$ cat src/rtl/cpu_pkg.sv
// Shared RV32I definitions for the decode/issue slice: widths, opcodes and
// the immediate-format classification used by decode and immediate generation.
package cpu_pkg;

  localparam int XLEN  = 32;
  localparam int NREGS = 32;

  localparam logic [6:0] OPC_LUI      = 7'b0110111;
  localparam logic [6:0] OPC_AUIPC    = 7'b0010111;
  localparam logic [6:0] OPC_JAL      = 7'b1101111;
  localparam logic [6:0] OPC_JALR     = 7'b1100111;
  localparam logic [6:0] OPC_BRANCH   = 7'b1100011;
  localparam logic [6:0] OPC_LOAD     = 7'b0000011;
  localparam logic [6:0] OPC_STORE    = 7'b0100011;
  localparam logic [6:0] OPC_OP_IMM   = 7'b0010011;
  localparam logic [6:0] OPC_OP       = 7'b0110011;
  localparam logic [6:0] OPC_MISC_MEM = 7'b0001111;
  localparam logic [6:0] OPC_SYSTEM   = 7'b1110011;

  typedef enum logic [2:0] {
    FMT_R,
    FMT_I,
    FMT_S,
    FMT_B,
    FMT_U,
    FMT_J,
    FMT_ILL
  } imm_fmt_e;

  // Anything outside the RV32I base opcode map is classified as illegal.
  function automatic imm_fmt_e fmt_of(input logic [6:0] opc);
    imm_fmt_e f;
    case (opc)
      OPC_OP:                                                      f = FMT_R;
      OPC_OP_IMM, OPC_LOAD, OPC_JALR, OPC_MISC_MEM, OPC_SYSTEM:    f = FMT_I;
      OPC_STORE:                                                   f = FMT_S;
      OPC_BRANCH:                                                  f = FMT_B;
      OPC_LUI, OPC_AUIPC:                                          f = FMT_U;
      OPC_JAL:                                                     f = FMT_J;
      default:                                                     f = FMT_ILL;
    endcase
    return f;
  endfunction

endpackage

$ cat src/rtl/decode_issue_if.sv
// Fetch, writeback, flush and issue signals of the decode/issue stage.
// The slave modport is the decode_issue side; master drives it.
interface decode_issue_if;
  import cpu_pkg::*;

  logic            if_valid;
  logic            if_ready;
  logic [XLEN-1:0] if_instr;
  logic [XLEN-1:0] if_pc;
  logic [5:0]      rs1_addr;
  logic [5:0]      rs2_addr;
  logic            wb_valid;
  logic [4:0]      wb_rd;
  logic            flush;
  logic            ex_valid;
  logic            ex_ready;
  logic [XLEN-1:0] ex_pc;
  logic [XLEN-1:0] ex_instr;
  logic [XLEN-1:0] ex_imm;
  logic [4:0]      ex_rd;
  logic            ex_illegal;

  modport slave (
    input  if_valid, if_instr, if_pc, wb_valid, wb_rd, flush, ex_ready,
    output if_ready, rs1_addr, rs2_addr, ex_valid, ex_pc, ex_instr, ex_imm,
           ex_rd, ex_illegal
  );

  modport master (
    output if_valid, if_instr, if_pc, wb_valid, wb_rd, flush, ex_ready,
    input  if_ready, rs1_addr, rs2_addr, ex_valid, ex_pc, ex_instr, ex_imm,
           ex_rd, ex_illegal
  );

endinterface

$ cat src/rtl/imm_gen.sv
// Combinational RV32I immediate generator; R-type and illegal words yield 0.
module imm_gen
  import cpu_pkg::*;
(
  input  logic [XLEN-1:0] instr_i,
  output logic [XLEN-1:0] imm_o,
  output imm_fmt_e        fmt_o
);

  // Format classification and sign-extended immediate assembly
  always_comb begin
    fmt_o = fmt_of(instr_i[6:0]);
    imm_o = {XLEN{1'b0}};
    case (fmt_o)
      FMT_I:   imm_o = {{20{instr_i[31]}}, instr_i[31:20]};
      FMT_S:   imm_o = {{20{instr_i[31]}}, instr_i[31:25], instr_i[11:7]};
      FMT_B:   imm_o = {{19{instr_i[31]}}, instr_i[31], instr_i[7],
                        instr_i[30:25], instr_i[11:8], 1'b0};
      FMT_U:   imm_o = {instr_i[31:12], 12'h000};
      FMT_J:   imm_o = {{11{instr_i[31]}}, instr_i[31], instr_i[19:12],
                        instr_i[20], instr_i[30:21], 1'b0};
      default: imm_o = {XLEN{1'b0}};
    endcase
  end

endmodule

$ cat src/rtl/decode_issue.sv
// Two-entry decode/issue stage: D holds the fetched word, E presents it to
// execute. A busy scoreboard stalls D on RAW/WAW against in-flight writers.
module decode_issue
  import cpu_pkg::*;
(
  input logic          CLK,
  input logic          RESET,
  decode_issue_if.slave bus
);

  logic             d_valid_q, d_valid_d;
  logic [XLEN-1:0]  d_instr_q, d_instr_d;
  logic [XLEN-1:0]  d_pc_q, d_pc_d;
  logic             ex_valid_q, ex_valid_d;
  logic [XLEN-1:0]  ex_pc_q, ex_pc_d;
  logic [XLEN-1:0]  ex_instr_q, ex_instr_d;
  logic [XLEN-1:0]  ex_imm_q, ex_imm_d;
  logic [4:0]       ex_rd_q, ex_rd_d;
  logic             ex_illegal_q, ex_illegal_d;
  logic [NREGS-1:0] busy_q, busy_d;

  logic [XLEN-1:0]  d_imm_s;
  imm_fmt_e         d_fmt_s;
  logic             uses_rs1_s, uses_rs2_s, writes_rd_s;
  logic [4:0]       rs1_s, rs2_s, d_rd_s;
  logic             hazard_s, d_advance_s, if_ready_s, fetch_s, flush_clr_s;

  imm_gen u_imm_gen (
    .instr_i (d_instr_q),
    .imm_o   (d_imm_s),
    .fmt_o   (d_fmt_s)
  );

  // Register usage of the word in D, derived from its encoding format
  always_comb begin
    uses_rs1_s  = 1'b0;
    uses_rs2_s  = 1'b0;
    writes_rd_s = 1'b0;
    case (d_fmt_s)
      FMT_R:        begin uses_rs1_s = 1'b1; uses_rs2_s = 1'b1; writes_rd_s = 1'b1; end
      FMT_I:        begin uses_rs1_s = 1'b1; writes_rd_s = 1'b1; end
      FMT_S, FMT_B: begin uses_rs1_s = 1'b1; uses_rs2_s = 1'b1; end
      FMT_U, FMT_J: begin writes_rd_s = 1'b1; end
      default:      begin writes_rd_s = 1'b0; end
    endcase
  end

  assign rs1_s  = d_instr_q[19:15];
  assign rs2_s  = d_instr_q[24:20];
  assign d_rd_s = writes_rd_s ? d_instr_q[11:7] : 5'd0;

  // busy[0] is never set, so an x0 destination can never raise WAW
  assign hazard_s = (uses_rs1_s && busy_q[rs1_s]) ||
                    (uses_rs2_s && busy_q[rs2_s]) ||
                    busy_q[d_rd_s];

  // Flush suppresses advance so killed work never sets a busy bit
  assign d_advance_s = d_valid_q && !hazard_s && (!ex_valid_q || bus.ex_ready) && !bus.flush;
  assign if_ready_s  = (!d_valid_q || d_advance_s) && !bus.flush;
  assign fetch_s     = bus.if_valid && if_ready_s;
  assign flush_clr_s = bus.flush && ex_valid_q && !bus.ex_ready;

  // Next-state for the decode register
  always_comb begin
    d_valid_d = d_valid_q;
    d_instr_d = d_instr_q;
    d_pc_d    = d_pc_q;
    if (bus.flush) begin
      d_valid_d = 1'b0;
    end else if (fetch_s) begin
      d_valid_d = 1'b1;
      d_instr_d = bus.if_instr;
      d_pc_d    = bus.if_pc;
    end else if (d_advance_s) begin
      d_valid_d = 1'b0;
    end else begin
      d_valid_d = d_valid_q;
    end
  end

  // Next-state for the issue register; data holds once drained
  always_comb begin
    ex_valid_d   = ex_valid_q;
    ex_pc_d      = ex_pc_q;
    ex_instr_d   = ex_instr_q;
    ex_imm_d     = ex_imm_q;
    ex_rd_d      = ex_rd_q;
    ex_illegal_d = ex_illegal_q;
    if (bus.flush) begin
      ex_valid_d = 1'b0;
    end else if (d_advance_s) begin
      ex_valid_d   = 1'b1;
      ex_pc_d      = d_pc_q;
      ex_instr_d   = d_instr_q;
      ex_imm_d     = d_imm_s;
      ex_rd_d      = d_rd_s;
      ex_illegal_d = (d_fmt_s == FMT_ILL);
    end else if (ex_valid_q && bus.ex_ready) begin
      ex_valid_d = 1'b0;
    end else begin
      ex_valid_d = ex_valid_q;
    end
  end

  // Scoreboard update: a set from issue wins over any clear of the same index
  always_comb begin
    busy_d = {NREGS{1'b0}};
    for (int i = 1; i < NREGS; i++) begin
      busy_d[i] = (d_advance_s && (d_rd_s == i[4:0])) ||
                  (busy_q[i] && !(bus.wb_valid && (bus.wb_rd == i[4:0])) &&
                                !(flush_clr_s && (ex_rd_q == i[4:0])));
    end
  end

  // State registers with synchronous reset
  always_ff @(posedge CLK) begin
    if (RESET) begin
      d_valid_q    <= 1'b0;
      d_instr_q    <= {XLEN{1'b0}};
      d_pc_q       <= {XLEN{1'b0}};
      ex_valid_q   <= 1'b0;
      ex_pc_q      <= {XLEN{1'b0}};
      ex_instr_q   <= {XLEN{1'b0}};
      ex_imm_q     <= {XLEN{1'b0}};
      ex_rd_q      <= 5'd0;
      ex_illegal_q <= 1'b0;
      busy_q       <= {NREGS{1'b0}};
    end else begin
      d_valid_q    <= d_valid_d;
      d_instr_q    <= d_instr_d;
      d_pc_q       <= d_pc_d;
      ex_valid_q   <= ex_valid_d;
      ex_pc_q      <= ex_pc_d;
      ex_instr_q   <= ex_instr_d;
      ex_imm_q     <= ex_imm_d;
      ex_rd_q      <= ex_rd_d;
      ex_illegal_q <= ex_illegal_d;
      busy_q       <= busy_d;
    end
  end

  assign bus.if_ready   = if_ready_s;
  assign bus.rs1_addr   = {1'b0, rs1_s};
  assign bus.rs2_addr   = {1'b0, rs2_s};
  assign bus.ex_valid   = ex_valid_q;
  assign bus.ex_pc      = ex_pc_q;
  assign bus.ex_instr   = ex_instr_q;
  assign bus.ex_imm     = ex_imm_q;
  assign bus.ex_rd      = ex_rd_q;
  assign bus.ex_illegal = ex_illegal_q;

endmodule

$ cat src/flat_wrapper.sv
// flat-port wrapper written by rule: the top's interface ports become plain ports
module decode_issue_flat import cpu_pkg::*;
  (CLK, RESET, bus_if_valid, bus_if_instr, bus_if_pc, bus_wb_valid, bus_wb_rd, bus_flush, bus_ex_ready, bus_if_ready, bus_rs1_addr, bus_rs2_addr, bus_ex_valid, bus_ex_pc, bus_ex_instr, bus_ex_imm, bus_ex_rd, bus_ex_illegal);
  decode_issue_if bus_i ();
  input logic CLK;
  input logic RESET;
  input wire logic [$bits(bus_i.if_valid)-1:0] bus_if_valid;
  input wire logic [$bits(bus_i.if_instr)-1:0] bus_if_instr;
  input wire logic [$bits(bus_i.if_pc)-1:0] bus_if_pc;
  input wire logic [$bits(bus_i.wb_valid)-1:0] bus_wb_valid;
  input wire logic [$bits(bus_i.wb_rd)-1:0] bus_wb_rd;
  input wire logic [$bits(bus_i.flush)-1:0] bus_flush;
  input wire logic [$bits(bus_i.ex_ready)-1:0] bus_ex_ready;
  output wire logic [$bits(bus_i.if_ready)-1:0] bus_if_ready;
  output wire logic [$bits(bus_i.rs1_addr)-1:0] bus_rs1_addr;
  output wire logic [$bits(bus_i.rs2_addr)-1:0] bus_rs2_addr;
  output wire logic [$bits(bus_i.ex_valid)-1:0] bus_ex_valid;
  output wire logic [$bits(bus_i.ex_pc)-1:0] bus_ex_pc;
  output wire logic [$bits(bus_i.ex_instr)-1:0] bus_ex_instr;
  output wire logic [$bits(bus_i.ex_imm)-1:0] bus_ex_imm;
  output wire logic [$bits(bus_i.ex_rd)-1:0] bus_ex_rd;
  output wire logic [$bits(bus_i.ex_illegal)-1:0] bus_ex_illegal;
  assign bus_i.if_valid = bus_if_valid;
  assign bus_i.if_instr = bus_if_instr;
  assign bus_i.if_pc = bus_if_pc;
  assign bus_i.wb_valid = bus_wb_valid;
  assign bus_i.wb_rd = bus_wb_rd;
  assign bus_i.flush = bus_flush;
  assign bus_i.ex_ready = bus_ex_ready;
  assign bus_if_ready = bus_i.if_ready;
  assign bus_rs1_addr = bus_i.rs1_addr;
  assign bus_rs2_addr = bus_i.rs2_addr;
  assign bus_ex_valid = bus_i.ex_valid;
  assign bus_ex_pc = bus_i.ex_pc;
  assign bus_ex_instr = bus_i.ex_instr;
  assign bus_ex_imm = bus_i.ex_imm;
  assign bus_ex_rd = bus_i.ex_rd;
  assign bus_ex_illegal = bus_i.ex_illegal;
  decode_issue u_core (.CLK(CLK), .RESET(RESET), .bus(bus_i));
endmodule
$ cat config.mk
export PLATFORM = sky130hd
export DESIGN_NAME = decode_issue_flat
export DESIGN_NICKNAME = d
export VERILOG_FILES = /design/src/rtl/cpu_pkg.sv /design/src/rtl/decode_issue_if.sv /design/src/rtl/imm_gen.sv /design/src/rtl/decode_issue.sv /design/src/flat_wrapper.sv
export SDC_FILE = /design/constraint.sdc
export NUM_CORES = 1
export LEC_CHECK = 0
export CAP_MARGIN = 5
export CORE_MARGIN = 4
export CORE_UTILIZATION = 30
export CTS_BUF_LIST = sky130_fd_sc_hd__clkbuf_8
export DETAILED_ROUTE_END_ITERATION = 6
export GPL_ROUTABILITY_DRIVEN = 1
export SYNTH_ARGS = -nofsm -noshare
export SYNTH_HDL_FRONTEND = slang
export SYNTH_SLANG_ARGS = --single-unit
$ cat constraint.sdc
create_clock -name CLK -period 3.6 [get_ports CLK]
set_input_delay 1.08 -clock CLK [delete_from_list [all_inputs] [get_ports CLK]]
set_output_delay 1.08 -clock CLK [all_outputs]
set_load 0.01 [all_outputs]
## After elaboration in Yosys (flattened, before gate mapping)

Index checks and enable logic that the tools add are counted.

- Bits of input ports: 75
- Output and inout port bits: 116
- Register bits: 200
- Logic and storage cells: 419

- Equal/unequal tests: 110
- $lt $le $gt $ge: 3
- Bitwise logic cells: 1
- Multiplexer cells: 16
- Reductions and logical operators: 278

Operators by type and width:

| cell | number |
|---|---|
| == test 5 bit (second input constant) | 48 |
| logical AND 1 bit | 165 |
| one-hot mux 32 bit (5 select lines) | 1 |
| == test 5 x 4 -> 1 bit (second input constant) | 24 |
| zero test 1 bit | 67 |
| == test 5 x 3 -> 1 bit (second input constant) | 12 |
| logical OR 1 bit | 35 |
| == test 5 x 2 -> 1 bit (second input constant) | 6 |
| == test 7 bit (second input constant) | 4 |
| == test 7 x 6 -> 1 bit (second input constant) | 3 |
| less-than comparator 5 x 6 -> 1 bit (second input constant) | 3 |
| one-hot mux 3 bit (6 select lines) | 1 |
| binary-select mux 1 bit (select 5 bit) | 3 |
| == test 5 x 1 -> 1 bit (second input constant) | 3 |
| == test 7 x 5 -> 1 bit (second input constant) | 2 |
| two-way mux 1 bit | 10 |
| == test 3 bit (second input constant) | 3 |
| OR reduction 4 bit | 2 |
| == test 7 x 2 -> 1 bit (second input constant) | 1 |
| == test 7 x 4 -> 1 bit (second input constant) | 1 |
| == test 3 x 2 -> 1 bit (second input constant) | 2 |
| two-way mux 5 bit | 1 |
| OR reduction 5 bit | 1 |
| AND reduction 2 bit | 2 |
| 6 further kinds | 8 |

## Depth between registers and ports, before layout

Gate-level depths: netlist of the first run.

- Depth in word-level cells: 18
- Depth in mapped cells: 14
- Mapped depth without buffers: 10

## Hierarchy

Synthesis of the first run repeated with hierarchy kept, for this count alone.

- Cells, all modules: 1190
- Area, all modules: 10227.3 µm²

Modules (own cells, without submodules):

| module | cells each | times used | seq. area each (µm²) | area each (µm²) |
|---|---|---|---|---|
| decode_issue | 1064 | 1 | 3983.8 | 9449.1 |
| imm_gen | 126 | 1 | 0.0 | 778.2 |

## Least setup slack after synthesis of the first run

OpenSTA, ideal clock, no wires.

- Path kind: register to output
- From: register u_core.d_instr_q[6]
- To: output port bus_if_ready
- Setup slack: -0.278 ns
- Arrival: 2.798 ns
- Stages on the path, launching flop included: 14
- Cells stage by stage: dfxtp_1 clkbuf_1 or3b_2 a21oi_1 inv_1 ha_1 o41a_1 a221o_1 a41o_1 and3_1 nand3_2 buf_4 buf_4 a21oi_1

- Word-level cells in the longest chain between the ends: 16
- Elaborated cells on any way between the ends: 39
- Those cells by class: eq/ne (16); mux (7); reduce/logical (16)

Ends and longest elaborated chain:

| item | line | RTL |
|---|---|---|
| start, declared | decode_issue.sv:12 | `logic [XLEN-1:0] d_instr_q, d_instr_d;` |
| start signal, assigned | decode_issue.sv:119 | `d_instr_q <= {XLEN{1'b0}};` |
| start signal, assigned | decode_issue.sv:130 | `d_instr_q <= d_instr_d;` |
| == test 7 x 5 -> 1 bit, or another cell as far along | cpu_pkg.sv:33 | `case (opc)` |
| OR reduction 5 bit / OR reduction 2 bit (equally long branches) | cpu_pkg.sv:33 |  |
| one-hot mux 3 bit (6 select lines) (*) | cpu_pkg.sv:33 |  |
| == test 3 x 1 -> 1 bit, or another cell as far along | decode_issue.sv:39 | `case (d_fmt_s)` |
| OR reduction 4 bit (no line) | - |  |
| two-way mux 1 bit | decode_issue.sv:39 |  |
| two-way mux 5 bit | decode_issue.sv:50 | `assign d_rd_s = writes_rd_s ? d_instr_q[11:7] : 5'd0;` |
| binary-select mux 1 bit (select 5 bit) | decode_issue.sv:55 | `busy_q[d_rd_s];` |
| two-way mux 1 bit (not written as such) | decode_issue.sv:55 |  |
| logical OR 1 bit (*) | decode_issue.sv:54 | `(uses_rs2_s && busy_q[rs2_s]) \|\|` |
| zero test 1 bit (*) | decode_issue.sv:58 | `assign d_advance_s = d_valid_q && !hazard_s && (!ex_valid_q \|\| bus.ex_ready) && !bus.flush;` |
| logical AND 1 bit (*) (3 in series) | decode_issue.sv:58 |  |
| logical OR 1 bit (*) | decode_issue.sv:59 | `assign if_ready_s = (!d_valid_q \|\| d_advance_s) && !bus.flush;` |
| logical AND 1 bit (*) | decode_issue.sv:59 |  |
| end, declared | flat_wrapper.sv:14 | `output wire logic [$bits(bus_i.if_ready)-1:0] bus_if_ready;` |

Mark *: on every way between the ends. The rest lies on a longest branch, timed or not. The select of a mux whose other input is x is not followed.

## Final worst setup path of the first run

- From: register u_core.d_instr_q[3]
- To: output port bus_if_ready

Same word-level chain as after synthesis.

==> key figures, run 1 <==
Critical path
  – Crit start category: flop
  – Critical path's largest stage delay: 400 ps
  – Crit path arrival time: 2910 ps
  – Critical R2R Launch: u_core.d_instr_q[3]
  – Crit Path Max Fanout: 4
  – Critical path required time: 2520 ps
  – CP Cell Sequence: or3b_4 > a21oi_4 > inv_2 > ha_4 > o41a_1 > a221o_1 > buf_4 > a41o_1 > and3_4 > nand3_4 > a21oi_4 > buf_6
  – Crit-path slowest cell: or3b_4
  – Worst Setup End Kind: primary output
  – CP Class: reg2out
  – Cell mode on critical path: a21oi_4
  – Crit. Startpoint: u_core.d_instr_q[3]
  – Family with the most delay on the worst path: compound AO/OA/AOI/OAI gates
  – CP bufs+invs: 3

Synth
  – Mux share of post-synthesis cell area: 0.151
  – Netlist cell types: 69
  – Synthesized area: 9920 sq um
  – Top post-synthesis cells by area: dfxtp_1, mux2i_1, nand2_1
  – Number of synthesized flops with an enable pin: 0
  – Main synth FF type: dfxtp_1
  – Main combinational cell family by area after synthesis: simple AND/OR/NAND/NOR gates
  – Top-area cell type share of the netlist area: 0.402
  – Sequential area share after synthesis: 0.402
  – Synth Instances: 1075
  – Warnings from Yosys: 0
  – Post-Synth XOR/XNOR Area: 0
  – Post-Synth Simple-Gate Area: 0.217
  – Synth Area in Compound Gates: 0.163
  – Fraction of registers with async set/reset: 0
  – Synth Register Bits: 199
  – Syn_area_per_cell: 9.23 sq um
  – Synth area leader: dfxtp_1
  – Adder-cell share of the synthesized area: 0.00126

Status
  – Failing checks: negative setup slack
  – Outcome: complete, but fails checks

CTS
  – CTS Buf Count: 17
  – Clk_lat worst skew: 500 ps
  – CTS tree: built
  – Worst-path clk slew: 110 ps
  – CTS sink count: 199
  – CTS root buf: clkbuf_8
  – Clock tree buffer depth: 2
  – Hold Buf Count CTS: 0
  – H-tree Lvls: 4

Finish
  – Final core occ: 0.396
  – Antenna Cells: 0
  – Synthesis-to-finish area growth: 30.1%
  – Commonest non-fill, non-tap cell in the layout: dfxtp_1
  – Nets: 1328
  – Most frequent cells in the layout: dfxtp_1, clkdlybuf4s50_1, nand2_1
  – Fraction of layout cells with a size suffix above 1: 0.215
  – Non-Filler Instances: 1707

STA
  – Unrepaired setup endpoints after global routing: yes
  – Tcrit/Tclk final: 1.11
  – Final Max Slew Viols: 0
  – Final min period: 3990 ps
  – Final Hold Fails: 0
  – Setup ws final: -391 ps
  – Worst Tran Pin Value: 1090 ps
  – WHS: 474 ps
  – F_max: 0.251 GHz
  – Final Setup Violations: 1
  – Worst clock skew: 22.8 ps
  – Worst slew margin: 0.276

Detailed routing
  – Drt total wl: 34200 um
  – Drt wl/cell: 20.1 um
  – Initial drt markers: 663
  – Drt pass-1 iters: 5
  – DRC viols: 0
  – Routed Antenna Nets: 0
  – DR vias/cell: 5.30
  – Vias: 9046

Place
  – Gpl congestion: 0.979
  – Post-placement cell count: 1671
  – # port buffers: 188
  – Post-DP HPWL: 25000 um

Power
  – P_leak: 4.51 nW
  – Final Power: 4.26 mW
  – PD cells: 330 nW/um^2
  – VDD IR-drop max: 0.213 mV

Hold path
  – Hold path startpoint: u_core.d_pc_q[9]
  – HP Class: reg2reg

Die
  – Full die area: 36000 sq um
  – # rows: 66
  – I/O pins: 191
  – Die Span Y: 190 um
  – Core region area: 32600 sq um
  – Starting density of the core: 0.304
  – Die X: 190 um

Global routing
  – First-pass GRT wire length: 53000 um
  – Gr usage total: 0.186
  – Largest net degree at the start of global routing: 113
  – Grt total ovfl: 0
  – Initial antenna violation count: 0
  – Vias in the first global route: 9062

Run
  – Max-cap violation count: 0
[state kept, by name, indices dropped and copies added, names as in the netlist]
| register | cells |
|---|---|
| u_core.bus.ex_imm | 32 |
| u_core.bus.ex_instr | 32 |
| u_core.bus.ex_pc | 32 |
| u_core.d_instr_q | 32 |
| u_core.d_pc_q | 32 |
| u_core.busy_q | 31 |
| u_core.bus.ex_rd | 5 |
| u_core.bus.ex_illegal | 1 |
| u_core.bus.ex_valid | 1 |
| u_core.d_valid_q | 1 |
[tightest hold or removal path, delay by kind of cell (launching register included)]
family           cells  cell delay [ps]
and+or+nand+nor      1               60
muxes                1               60
DFF                  1              310
[timing repair]
| action | CTS | global route |
|---|---|---|
| cloned | 0 | 0 |
| gates resized for setup | 7 | 6 |
| pin swaps | 6 | 6 |
| buffers inserted | 2 | 2 |
| setup endpoints to repair | 31 | 2 |
| endpoints found under the hold margin | 0 | 0 |
[cell families (layout without fill, tap and decap cells)]
family / Yosys count / count (layout)
fa+ha+maj: 1 / 1
buf+inv: 120 / 309
simple gates: 419 / 419
other cells: 1 / 2
compound gates: 205 / 205
mux: 130 / 130
flops: 199 / 199
[cell type report]
class / count / area (sq um)
fillers: 3234 / 19700
multi-input cells: 757 / 5350
flip-flops and latches: 199 / 3990
repair buffers: 270 / 2580
well taps: 442 / 553
clock buffers: 17 / 234
clock inverters: 15 / 165
inverters: 7 / 31.3
[cells in the mapped netlist (all sizes together) (2+ instances only)]
cell type / count
inv: 7
a311oi: 2
nand2: 181
or3: 3
or3b: 2
buf: 50
and3: 4
dfxtp: 199
a221oi: 2
nand4: 3
nor2: 23
o311ai: 6
a41o: 4
nor2b: 42
o22ai: 5
nor4: 67
a211o: 2
nor3b: 3
nor3: 12
o21bai: 2
or4: 2
o21ai: 9
clkbuf: 63
a21oi: 27
nand4b: 4
a31o: 65
nand3: 20
nand3b: 4
o2111ai: 28
o311a: 5
mux4: 12
mux2i: 80
or2: 29
nand2b: 12
o31ai: 28
a22oi: 7
and2: 3
mux2: 38
a31oi: 3
[where the power goes]
| group | internal (mW) | switching, mW | leakage (nW) |
|---|---|---|---|
| Clock | 0.579 | 0.902 | 0.204 |
| Sequential | 2.25 | 0.0330 | 1.61 |
| Combinational | 0.238 | 0.262 | 2.70 |
[per-layer routing]
metal  share of wire  routed length, um  GRT usage  up-vias
met1            0.45              15400      0.247     4352
met5               0                  0          0        -
li1                -                  -          -     4313
met3           0.078               2670     0.0569       64
met2            0.44              15100      0.288      317
met4           0.032               1100     0.0646        0
[worst paths after layout]
path | endpoint | slack (ps) | depth (start not counted)
setup / recovery | bus_if_ready | -390 | 12
hold / removal | u_core.d_pc_q[9] | 470 | 2
setup reg to reg | u_core.bus.ex_imm[3] | 140 | 14
hold reg to reg | u_core.d_pc_q[9] | 470 | 2
[per-stage QoR]
step                      TNS [ps]  cell area (sq um)  setup slack, ps
after CTS                     -453              12900             -453
after global routing          -517              12900             -517
final                         -391              12900             -391
after global placement        -459              12400             -458
after detailed placement      -796              12400             -410
after floorplan               -115               9980             -115
No activity file was read; power rests on OpenSTA's default activity.
==> inputs of run 2 (changes only) <==
--- a/config.mk
+++ b/config.mk
@@ -7,10 +7,11 @@
 export LEC_CHECK = 0
 export CAP_MARGIN = 5
 export CORE_MARGIN = 4
-export CORE_UTILIZATION = 30
+export CORE_UTILIZATION = 49
 export CTS_BUF_LIST = sky130_fd_sc_hd__clkbuf_8
 export DETAILED_ROUTE_END_ITERATION = 6
 export GPL_ROUTABILITY_DRIVEN = 1
+export PLACE_DENSITY = 0.79
 export SYNTH_ARGS = -nofsm -noshare
 export SYNTH_HDL_FRONTEND = slang
 export SYNTH_SLANG_ARGS = --single-unit
==> constraint.sdc (replaced) <==
create_clock -name CLK -period 3.4 [get_ports CLK]
set_input_delay 1.02 -clock CLK [delete_from_list [all_inputs] [get_ports CLK]]
set_output_delay 1.02 -clock CLK [all_outputs]
set_load 0.01 [all_outputs]
==> key figures, run 2 (synthesized netlist as in run 1, its figures left out) <==
Finish
  – Cell area after layout: 12900 sq um (-0.31%)
  – Most frequent cells in the layout: dfxtp_1, clkdlybuf4s50_1, nand2_1
  – Final core occ: 0.652 (+0.257)
  – Non-Filler Instances: 1549 (-9.3%)
  – Multi-input gate area: 5340 sq um (-0.19%)
  – Nets: 1347 (+1.4%)
  – Fillers: 1642 (-49%)
  – Register area: 3990 sq um (about the same)
  – Synthesis-to-finish area growth: 29.7%
  – Fraction of layout cells with a size suffix above 1: 0.226 (+0.0108)
  – Commonest non-fill, non-tap cell in the layout: dfxtp_1
  – Antenna Cells: 0 (unchanged)

Global routing
  – Gr usage total: 0.275 (+0.0893)
  – Vias in the first global route: 9222 (+1.8%)
  – Largest net degree at the start of global routing: 71 (-37%)
  – Grt total ovfl: 0 (unchanged)
  – First-pass GRT wire length: 49400 um (-6.8%)
  – Initial antenna violation count: 0 (unchanged)

Die
  – # rows: 51 (-23%)
  – I/O pins: 191 (unchanged)
  – Starting density of the core: 0.503 (+0.199)
  – Die X: 150 um (-21%)
  – Core region area: 19700 sq um (-40%)
  – Full die area: 22600 sq um (-37%)
  – Die Span Y: 150 um (-21%)

Detailed routing
  – DRC viols: 0 (unchanged)
  – Drt pass-1 iters: 6 (+1)
  – Drt total wl: 32200 um (-5.9%)
  – Initial drt markers: 645 (-2.7%)
  – Routed Antenna Nets: 0 (unchanged)
  – Drt wl/cell: 20.8 um (+3.8%)
  – Vias: 9349 (+3.3%)
  – DR vias/cell: 6.04 (+14%)

Place
  – Pre-CTS setup slack: -438 ps (-28.4 ps)
  – Post-placement cell count: 1509 (-9.7%)
  – Post-DP HPWL: 23000 um (-8.0%)
  – DP Area: 12300 sq um (-0.87%)
  – # port buffers: 188 (unchanged)
  – Gpl congestion: 0.938 (-4.2%)

Power
  – Clock power frac: 0.351 (+0.004)
  – PD cells: 353 nW/um^2 (+7.0%)
  – Switch share: 0.281 (+0.000435)
  – P_leak: 4.62 nW (+2.5%)
  – Final Power: 4.55 mW (+6.6%)
  – Cell Int Power: 3.27 mW (+6.6%)
  – Combinational Power Share: 0.117 (about the same)
  – Psw: 1.28 mW (+6.8%)
  – VDD IR-drop max: 0.407 mV (+91%)
  – Sequential share of power: 0.532 (-0.003)

CTS
  – CTS tree: built
  – H-tree Lvls: 4 (unchanged)
  – CTS root buf: clkbuf_8
  – CTS sink count: 199 (unchanged)
  – Clk_lat worst skew: 480 ps (-20 ps)
  – CTS Buf Count: 17 (unchanged)
  – Worst-path clk slew: 110 ps (about the same)
  – Hold Buf Count CTS: 0 (unchanged)
  – Clock tree buffer depth: 2 (unchanged)

Critical path
  – Worst Setup End Kind: primary output
  – CP Class: reg2out
  – Crit start category: flop
  – Crit Path Max Fanout: 4 (unchanged)
  – Crit path arrival time: 2870 ps (-40 ps)
  – Critical path required time: 2380 ps (-140 ps)

STA
  – Final Setup Violations: 1 (unchanged)
  – Final min period: 3890 ps
  – Setup ws final: -493 ps (-102 ps)
  – WHS: 475 ps (+1.37 ps)
  – Worst clock skew: 20.8 ps (-1.91 ps)
  – Final Hold Fails: 0 (unchanged)
  – Unrepaired setup endpoints after global routing: yes
  – Final Max Slew Viols: 0 (unchanged)
  – Setup TNS Final: -493 ps (-102 ps)
  – F_max: 0.257 GHz
  – Worst slew margin: 0.319 (+0.0432)
  – Tcrit/Tclk final: 1.14
  – Worst Tran Pin Value: 1020 ps (-64.8 ps)

Run
  – Max-cap violation count: 0 (unchanged)

Status
  – Outcome: complete, but fails checks
  – Failing checks: negative setup slack

Hold path
  – HP Class: reg2reg
[run 2: power groups by stage]
stage / clock network (mW) / registers, mW / logic [mW]
4_1_cts: 1.62 / 2.42 / 0.524
3_3_place_gp: 0 / 2.47 / 0.513
3_5_place_dp: 0 / 2.47 / 0.517
5_1_grt: 1.71 / 2.43 / 0.565
6_report: 1.59 / 2.42 / 0.530
2_1_floorplan: 0 / 2.46 / 0.304
[run 2: layout make-up]
cell class                      instances  area share
Clock buffer                           17      0.0182
Clock inverter                         15      0.0142
Inverter                                7     0.00243
Multi-Input combinational cell        757       0.415
Sequential cell                       199       0.310
Tap cell                              265      0.0258
Timing Repair Buffer                  289       0.214
[run 2: what timing repair did]
action                                  CTS  global route
gates resized for setup                  11             5
buffers inserted                          5             1
pin swaps                                 4             2
cloned                                    0             2
endpoints found under the setup margin   66            47
[run 2: final timing paths]
| kind | start | to | slack [ps] | cells after the start |
|---|---|---|---|---|
| worst min register to register | u_core.bus.ex_imm[31] | u_core.bus.ex_imm[31] | 480 | 2 |
| worst max-delay path | u_core.d_instr_q[3] | bus_if_ready | -490 | 10 |
| worst max register to register | u_core.d_instr_q[3] | u_core.d_instr_q[7] | 100 | 15 |
| worst min-delay path | u_core.bus.ex_imm[31] | u_core.bus.ex_imm[31] | 480 | 2 |
[run 2: routing by layer]
| layer | vias to the layer above | GRT usage | part of all wire |
|---|---|---|---|
| met5 | - | 0 | 0 |
| met4 | 0 | 0.0919 | 0.033 |
| met3 | 76 | 0.0686 | 0.081 |
| met2 | 398 | 0.440 | 0.46 |
| met1 | 4520 | 0.365 | 0.43 |
| li1 | 4355 | - | - |
[run 2: critical path: stages, from the launching register on]
cell and delay, ps:
dfxtp_2 350, or3b_4 400, a21oi_4 140, inv_1 60, ha_2 180, buf_4 130
a221o_1 350, or4_4 510, nand3_4 100, a21oi_4 60, buf_6 120
